File: src/rtl/fma_pkg.sv
// Shared types and constants for the FMA operand sequencer.
// Exponent field bounds feed the optional zero-exponent bypass (FMA_SEQ_ZERO_BYPASS_EN).
package fma_pkg;

  localparam int unsigned FP32_W  = 32;
  localparam int unsigned EXP_MSB = 30;
  localparam int unsigned EXP_LSB = 23;

  typedef enum logic [2:0] {
    S_A,
    S_B,
    S_C,
    S_ISSUE,
    S_RESULT
  } state_t;

  // An all-zero exponent covers +/-0 and subnormals; the product is treated as zero.
  function automatic logic exp_is_zero(input logic [FP32_W-1:0] x);
    return (x[EXP_MSB:EXP_LSB] == '0);
  endfunction

endpackage

File: src/rtl/fma_operand_sequencer.sv
// Collects a, b, c operand beats, pulses an external multiply-add unit, returns its result.
// Optional feature: FMA_SEQ_ZERO_BYPASS_EN returns c directly when a or b has a zero exponent.
module fma_operand_sequencer
  import fma_pkg::*;
#(
  parameter int unsigned ISSUE_CYCLES = 2,
  parameter int unsigned CNT_W        = 16
) (
  input  logic              clk,
  input  logic              reset_n,
  input  logic              in_valid,
  output logic              in_ready,
  input  logic [FP32_W-1:0] in_data,
  input  logic              abort,
  output logic [FP32_W-1:0] fma_a,
  output logic [FP32_W-1:0] fma_b,
  output logic [FP32_W-1:0] fma_c,
  output logic              fma_enable,
  input  logic [FP32_W-1:0] fma_out,
  output logic              res_valid,
  input  logic              res_ready,
  output logic [FP32_W-1:0] res_data,
  output logic [CNT_W-1:0]  op_count
);

  state_t              r_state;
  state_t              w_state_d;
  logic                r_live;
  logic [FP32_W-1:0]   r_a;
  logic [FP32_W-1:0]   r_b;
  logic [FP32_W-1:0]   r_c;
  logic [FP32_W-1:0]   r_res;
  logic [CNT_W-1:0]    r_count;
  logic [3:0]          r_issue_cnt;
  logic                w_accept;
  logic                w_bypass;
  logic                w_res_hs;
  logic                w_issue_last;

  // r_live keeps in_ready low during reset and raises it on the first edge after release.
  assign in_ready = r_live && !abort &&
                    ((r_state == S_A) || (r_state == S_B) || (r_state == S_C));
  assign w_accept     = in_valid && in_ready;
  assign w_res_hs     = (r_state == S_RESULT) && res_ready && !abort;
  assign w_issue_last = (r_state == S_ISSUE) && (r_issue_cnt == 4'd0);

`ifdef FMA_SEQ_ZERO_BYPASS_EN
  assign w_bypass = exp_is_zero(r_a) || exp_is_zero(r_b);
`else
  assign w_bypass = 1'b0;
`endif

  always_comb begin
    w_state_d = r_state;
    if (abort) begin
      w_state_d = S_A;
    end else begin
      case (r_state)
        S_A:      if (w_accept) w_state_d = S_B;
        S_B:      if (w_accept) w_state_d = S_C;
        S_C:      if (w_accept) w_state_d = w_bypass ? S_RESULT : S_ISSUE;
        S_ISSUE:  if (w_issue_last) w_state_d = S_RESULT;
        S_RESULT: if (res_ready) w_state_d = S_A;
        default:  w_state_d = S_A;
      endcase
    end
  end

  always_ff @(posedge clk or negedge reset_n) begin
    if (!reset_n) begin
      r_state     <= S_A;
      r_live      <= 1'b0;
      r_a         <= '0;
      r_b         <= '0;
      r_c         <= '0;
      r_res       <= '0;
      r_count     <= '0;
      r_issue_cnt <= 4'd0;
    end else begin
      r_live  <= 1'b1;
      r_state <= w_state_d;
      if (w_accept) begin
        case (r_state)
          S_A: r_a <= in_data;
          S_B: r_b <= in_data;
          S_C: begin
            r_c         <= in_data;
            r_issue_cnt <= 4'(ISSUE_CYCLES - 1);
            if (w_bypass) r_res <= in_data;
          end
          default: ;
        endcase
      end
      if ((r_state == S_ISSUE) && !abort) begin
        if (r_issue_cnt == 4'd0) r_res <= fma_out;
        else                     r_issue_cnt <= r_issue_cnt - 4'd1;
      end
      if (w_res_hs) r_count <= r_count + 1'b1;
    end
  end

  assign fma_a      = r_a;
  assign fma_b      = r_b;
  assign fma_c      = r_c;
  assign fma_enable = (r_state == S_ISSUE);
  assign res_valid  = (r_state == S_RESULT);
  assign res_data   = r_res;
  assign op_count   = r_count;

endmodule

File: config.mk
export PLATFORM = sky130hd
export DESIGN_NAME = fma_operand_sequencer
export DESIGN_NICKNAME = d
export VERILOG_FILES = /design/src/rtl/fma_pkg.sv /design/src/rtl/fma_operand_sequencer.sv
export SDC_FILE = /design/constraint.sdc
export NUM_CORES = 1
export LEC_CHECK = 0
export BUFFER_PORTS_ARGS = -buffer_cell sky130_fd_sc_hd__buf_2
export CORE_MARGIN = 10
export CORE_UTILIZATION = 45
export DETAILED_ROUTE_END_ITERATION = 10
export PLACE_DENSITY = 0.76
export SLEW_MARGIN = 15
export SYNTH_ARGS = -nofsm -noshare
export SYNTH_HDL_FRONTEND = slang
export SYNTH_SLANG_ARGS = --single-unit
File: constraint.sdc
create_clock -name clk -period 1.5 [get_ports clk]
set_input_delay 0.15 -clock clk [delete_from_list [all_inputs] [get_ports clk]]
set_output_delay 0.15 -clock clk [all_outputs]
set_load 0.005 [all_outputs]
==> flow_metrics.py, run 1 <==
metrics = {
    "critical_path": {
        "worst_path_max_delay_cell": "dfrtp_2",
        "critical_path.startpoint_type": "flip-flop",
        "cpLargestDelayFamily": "simple AND/OR/NAND/NOR gates",
        "endpoint_kind": "flip-flop",
        "cp.required_ns": 1.84,
        "critPathMaxFanout": 6,
        "critical_path_data_arrival_time_ns": 1.89,
        "crit_chain": "nor3b_4 > nand4_1 > buf_6 > nor3_2 > xor2_1",
        "timing.critical_path.buf_inv": 1,
        "criticalPathCategory": "reg2reg",
        "critical_path.max_stage_delay_ns": 0.46,
    },
    "synthesis": {
        "synth_area_leader_cell": "dfrtp_1",
        "synthFlopType": "dfrtp_1",
        "syn_area_sq_um": 5997,
        "synth_top_cells_by_count": "dfrtp_1 (152), mux2_2 (124), nand2_1 (14)",
        "synth-seq-cells": 152,
        "yosysWarningCount": 0,
        "post_synth_main_area_contributors": "dfrtp_1 (63%), mux2_2 (23%), xor2_1 (1.3%)",
        "netlist-cell-type-count": 38,
        "synthDominantCellAreaShare": 0.6343,
        "syn_area_per_cell_sq_um": 15.30,
        "synthMostInstantiatedCell": "dfrtp_1",
        "synth_enable_flop_cells": 0,
        "synth_async_sr_flop_share": 1.000,
        "synth.yosys.seq_area_share": 0.6343,
        "synth_fp_nets": 463,
        "postSynthCellCount": 392,
    },
    "cts": {
        "clk_pin_slew_ns": 0.06,
        "clockRootBuffer": "clkbuf_16",
        "h-tree-depth": 4,
        "insertion_delay_ns": 0.42,
        "tritoncts": "built",
        "clockBufferDepth": 2,
        "cts_buffers": 17,
        "cts.sinks": 152,
    },
    "sta": {
        "finClkSkew_ns": 0.005715,
        "final-max-slew-violation-count": 0,
        "timing.final.ws_setup_ns": -0.04891,
        "timing.hold.ws_ns": 0.007365,
        "min_period_over_period": 1.033,
        "finalSetupViolCount": 24,
        "timing.final.hold_violations": 0,
        "finalCriticalPeriod_ns": 1.549,
        "setup_repair_after_global_routing_missed_its_margin": "true",
        "fmax_mhz": 645.6,
        "fin_setup_tns_ns": -0.2667,
    },
    "floorplan": {
        "floorplan.io_pins": 216,
        "fp.dieW_microns": 135.4,
        "core_region_area_sq_um": 13140,
        "die_area_sq_um": 18340,
        "fp-row-count": 42,
        "die_height_microns": 135.4,
        "initial_core_util": 0.4565,
    },
    "grt": {
        "first_global_vias": 4947,
        "grt_overflow_total": 0,
        "globalRouteTotalUtil": 0.1801,
        "grt_first_pass_wirelength_mm": 26.21,
        "maximum_number_of_pins_on_one_net_before_global_route_repair": 39,
        "antenna_violations_before_repair": 0,
    },
    "drt": {
        "vias_per_cell": 4.894,
        "drt_pass1_iterations": 4,
        "dr.first_iter.drc_count": 176,
        "num_vias": 4370,
        "wire_per_inst_microns": 18.96,
        "detail-route-antenna-nets": 0,
        "wirelength_mm": 16.93,
        "detail_route.drc_violations": 0,
    },
    "finish": {
        "num-nets-final": 775,
        "antenna_cells": 0,
        "final_util": 0.6732,
        "area_growth_pct": 47.49,
        "layout-drive-gt1-share": 0.6039,
    },
    "outcome": {
        "failed_checks": "negative setup slack",
        "status": "finished with violations",
    },
    "run": {
        "max_cap_violations": 0,
    },
    "place": {
        "final_wtd_congestion": 0.8161,
        "port_buffer_count": 215,
        "final_hpwl_from_detailed_placement_mm": 11.33,
    },
    "pwr": {
        "power_per_cell_area_nw_per_um2": 1162,
        "largest_vdd_supply_drop_mv": 0.8771,
        "leakagePower_nw": 4.684,
    },
    "hold_path": {
        "worst_hold_path_type": "in2reg",
    },
}
==> registers in the layout, summed over array words and instances, names as in the netlist <==
| signal | cells |
|---|---|
| fma_a | 32 |
| fma_b | 32 |
| fma_c | 32 |
| op_count | 16 |
| r_issue_cnt | 4 |
| r_live | 1 |
| r_state | 3 |
| res_data | 32 |
==> where the power goes <==
group          switching [W]  internal (W)
clock network        0.00164       0.00231
logic               0.000642      0.000876
registers           0.000246       0.00457
==> per-layer routing <==
layer / global-route usage / vias to the layer above / part of all wire
met2: 0.2995 / 176 / 0.50
met1: 0.1972 / 2167 / 0.39
met3: 0.08605 / 23 / 0.099
met4: 0.06340 / 0 / 0.016
met5: 0 / - / 0
li1: - / 2004 / -
==> placed cells by master, fill, tap and decap left out, types with 3 or more instances in the layout <==
cell type        n
buf_2          213
dfrtp_1        149
mux2_2         124
dlygate4sd3_1   60
clkbuf_16       19
buf_4           17
nand2_1         13
xor2_1           9
buf_6            8
nand3_1          7
xnor2_1          7
buf_12           7
nor3_2           5
clkinv_2         5
nor2_1           4
nor3_1           4
clkinvlp_4       4
inv_1            3
nand4_1          3
a21oi_1          3
dfrtp_2          3
==> logic make-up after synthesis <==
| logic type | Yosys count | synth area share |
|---|---|---|
| buffers and inverters | 20 | 0.01940 |
| xor gates and xnor gates | 16 | 0.02337 |
| muxes | 128 | 0.2416 |
| AOI/OAI and AO/OA | 11 | 0.01043 |
| and+or+nand+nor | 62 | 0.06614 |
| DFF | 152 | 0.6343 |
| adders and majority gates | 2 | 0.004172 |
| other | 1 | 0.0006253 |
==> layout make-up <==
class,instances,area [sq um]
Fill cell,920,4293
Sequential cell,152,3807
Multi-Input combinational cell,220,2168
Timing Repair Buffer,307,2074
Clock buffer,20,446.7
Tap cell,176,220.2
Clock inverter,12,102.6
Inverter,6,25.02
==> stage by stage <==
stage                     setup slack (ns)  power [W]  cells  cell area (sq um)
after global routing               -0.1741    0.01076    893               8845
after detailed placement          -0.02012   0.006263    791               7476
after floorplan                   -0.03206   0.005366    392               6010
after global placement             0.02373   0.006175    791               7476
final                             -0.04891    0.01028    893               8845
after CTS                         -0.05499    0.01037    886               8686
==> worst paths after layout <==
kind	end	startpoint	slack, ns	cells past startpoint
worst max-delay path	op_count[7]	r_state[0]	-0.05	5
worst min-delay path	fma_a[22]	in_data[22]	0.007	2
worst max register to register	op_count[7]	r_state[0]	-0.05	5
worst min register to register	op_count[15]	op_count[15]	0.48	1
max in group asynchronous	r_state[0]	reset_n	0.71	3
min in group asynchronous	fma_c[25]	reset_n	0.23	2
==> repair_timing <==
| action | 4_1_cts | 5_1_grt |
|---|---|---|
| resized for setup | 11 | 18 |
| hold buffers | 60 | 0 |
| endpoints found under the hold margin | 213 | 0 |
| gates cloned | 0 | 3 |
| pin swaps | 4 | 10 |
| endpoints found under the setup margin | 75 | 124 |
| setup buffers | 3 | 4 |
Power figures use the tool's default switching activity.
==> run 2, diff against run 1 <==
--- a/config.mk
+++ b/config.mk
@@ -6,10 +6,13 @@
 export NUM_CORES = 1
 export LEC_CHECK = 0
 export BUFFER_PORTS_ARGS = -buffer_cell sky130_fd_sc_hd__buf_2
+export CELL_PAD_IN_SITES_DETAIL_PLACEMENT = 0
+export CELL_PAD_IN_SITES_GLOBAL_PLACEMENT = 1
 export CORE_MARGIN = 10
-export CORE_UTILIZATION = 45
+export CORE_UTILIZATION = 37
+export CTS_BUF_LIST = sky130_fd_sc_hd__clkbuf_4
 export DETAILED_ROUTE_END_ITERATION = 10
-export PLACE_DENSITY = 0.76
+export PLACE_DENSITY_LB_ADDON = 0.1
 export SLEW_MARGIN = 15
 export SYNTH_ARGS = -nofsm -noshare
 export SYNTH_HDL_FRONTEND = slang
==> constraint.sdc (replaced) <==
create_clock -name clk -period 1.5 [get_ports clk]
set_input_delay 0.3 -clock clk [delete_from_list [all_inputs] [get_ports clk]]
set_output_delay 0.3 -clock clk [all_outputs]
set_load 0.005 [all_outputs]
==> flow_metrics.py, run 2 (synthesized netlist as in run 1, its figures left out) <==
metrics = {
    "outcome": {
        "status": "finished with violations",
        "failed_checks": "negative setup slack",
    },
    "drt": {
        "uppermost_metal_layer_occupied_by_signal_nets": "met4",
        "met1_length_mm": 7.712,
        "wl_met2_mm": 8.962,
        "num_vias": 4607,
        "drt_pass1_iterations": 4,
        "wire_per_inst_microns": 18.89,
        "detail_route.drc_violations": 0,
        "wl_met3_mm": 1.436,
        "wirelength_mm": 18.53,
        "dr.first_iter.drc_count": 103,
        "detail-route-antenna-nets": 0,
        "vias_per_cell": 4.696,
    },
    "sta": {
        "final-max-slew-violation-count": 0,
        "finalSetupViolCount": 145,
        "timing.hold.ws_ns": 0.1967,
        "worst_slew_pin_slew_ns": 0.5042,
        "fmax_mhz": 540.5,
        "finalCriticalPeriod_ns": 1.850,
        "timing.final.ws_setup_ns": -0.3500,
        "setup_repair_after_global_routing_missed_its_margin": "true",
        "timing.final.hold_violations": 0,
        "fin_setup_tns_ns": -23.15,
        "slew_headroom": 0.6628,
        "min_period_over_period": 1.233,
        "finClkSkew_ns": 0.01478,
    },
    "pwr": {
        "largest_vdd_supply_drop_mv": 0.5836,
        "leakagePower_nw": 5.184,
        "power_per_cell_area_nw_per_um2": 938.0,
    },
    "hold_path": {
        "worst_hold_path_type": "in2async",
    },
    "cts": {
        "clockBufferDepth": 2,
        "cts_buffers": 17,
        "tritoncts": "built",
        "insertion_delay_ns": 0.54,
        "clk_pin_slew_ns": 0.13,
        "clockRootBuffer": "clkbuf_4",
        "cts.sinks": 152,
        "h-tree-depth": 4,
    },
    "critical_path": {
        "criticalPathCategory": "reg2out",
        "cp.required_ns": 1.20,
        "timing.rr.end": "fma_b[6]",
        "timing.reg2reg.worst_path_depth": 8,
        "crit_chain": "and2b_2 > buf_6 > and2_4 > buf_6",
        "critPathMaxFanout": 4,
        "endpoint_kind": "output port",
        "critical_path.startpoint_type": "flip-flop",
        "critical_path_data_arrival_time_ns": 1.55,
        "crit-reg2reg-launch": "r_state[1]",
        "worst-r2r-setup-slack_ns": -0.22,
        "critical_path.max_stage_delay_ns": 0.41,
        "worst_path_max_delay_cell": "dfrtp_1",
        "critical-path-top-cell-by-count": "buf_6",
    },
    "finish": {
        "most_common_cell_after_layout_fill_and_taps_aside": "buf_2",
        "num-nets-final": 822,
        "commonest_cells_after_routing_fill_and_taps_aside": "buf_2 (212), dfrtp_1 (149), dlygate4sd3_1 (67)",
        "area_growth_pct": 58.31,
        "layout-drive-gt1-share": 0.6283,
    },
    "floorplan": {
        "fp-row-count": 46,
        "initial_core_util": 0.3775,
        "die_area_sq_um": 21700,
        "floorplan.io_pins": 216,
        "core_region_area_sq_um": 15890,
        "die_height_microns": 147.3,
        "fp.dieW_microns": 147.3,
    },
    "grt": {
        "globalRouteTotalUtil": 0.1632,
        "grt_overflow_total": 0,
        "maximum_number_of_pins_on_one_net_before_global_route_repair": 33,
        "antenna_violations_before_repair": 1,
        "grt_first_pass_wirelength_mm": 27.97,
        "first_global_vias": 5041,
    },
    "place": {
        "port_buffer_count": 215,
        "worst_slack_placed_ns": -0.07712,
        "final_wtd_congestion": 0.7784,
        "final_hpwl_from_detailed_placement_mm": 11.78,
    },
    "run": {
        "max_cap_violations": 0,
    },
}
[run 2: layer usage]
layer | vias to the layer above | GRT usage
met5 | - | 0
met4 | 0 | 0.06888
met3 | 32 | 0.06665
met2 | 165 | 0.2638
met1 | 2306 | 0.1874
li1 | 2104 | -
[run 2: final cells by class]
type | instances | area, sq um
Fill cell | 1294 | 6391
Sequential cell | 152 | 3807
Timing Repair Buffer | 354 | 2643
Multi-Input combinational cell | 220 | 2470
Tap cell | 216 | 270.3
Clock buffer | 19 | 142.6
Clock inverter | 13 | 131.4
Inverter | 6 | 27.53
Antenna cell | 1 | 2.502
[run 2: stage by stage]
step / total power [W] / area [sq um] / utilization / instances
floorplan: 0.005366 / 6010 / - / 392
global placement: 0.006238 / 7584 / 0.4774 / 837
detailed placement: 0.006288 / 7584 / 0.4774 / 837
CTS: 0.008972 / 9085 / 0.5719 / 956
global route: 0.009421 / 9494 / 0.5977 / 981
finish: 0.008906 / 9494 / 0.5977 / 981
[run 2: worst max-delay path by stage]
stage	from	to	slack (ns)	cells after the start
finish	r_state[2]	fma_enable	-0.35	4
detailed placement	r_state[0]	res_data[3]	-0.08	4
global placement	r_state[0]	op_count[7]	-0.03	4
CTS	r_state[2]	fma_enable	-0.40	4
global route	r_state[2]	fma_enable	-0.46	4
floorplan	r_issue_cnt[1]	res_data[5]	-0.03	6
[run 2: what timing repair did]
action / in CTS / in global routing
hold endpoints to repair: 283 / 0
pin swaps: 7 / 15
buffers inserted: 17 / 26
setup endpoints to repair: 70 / 165
hold buffers: 67 / 0
gates resized for setup: 76 / 67
gates cloned: 6 / 5
[run 2: worst max-delay path: cells and delay by family, from the launching register on]
family / cells / cell delay (ns)
buf+inv: 2 / 0.23
simple gates: 2 / 0.38
flops: 1 / 0.41
[run 2: power breakdown]
part,internal [W],leakage (nW),switching [W]
Sequential,0.00456,1.98,0.000244
Clock,0.00101,0.143,0.00146
Combinational,0.000964,3.06,0.000673
Total,0.00653,5.18,0.00237
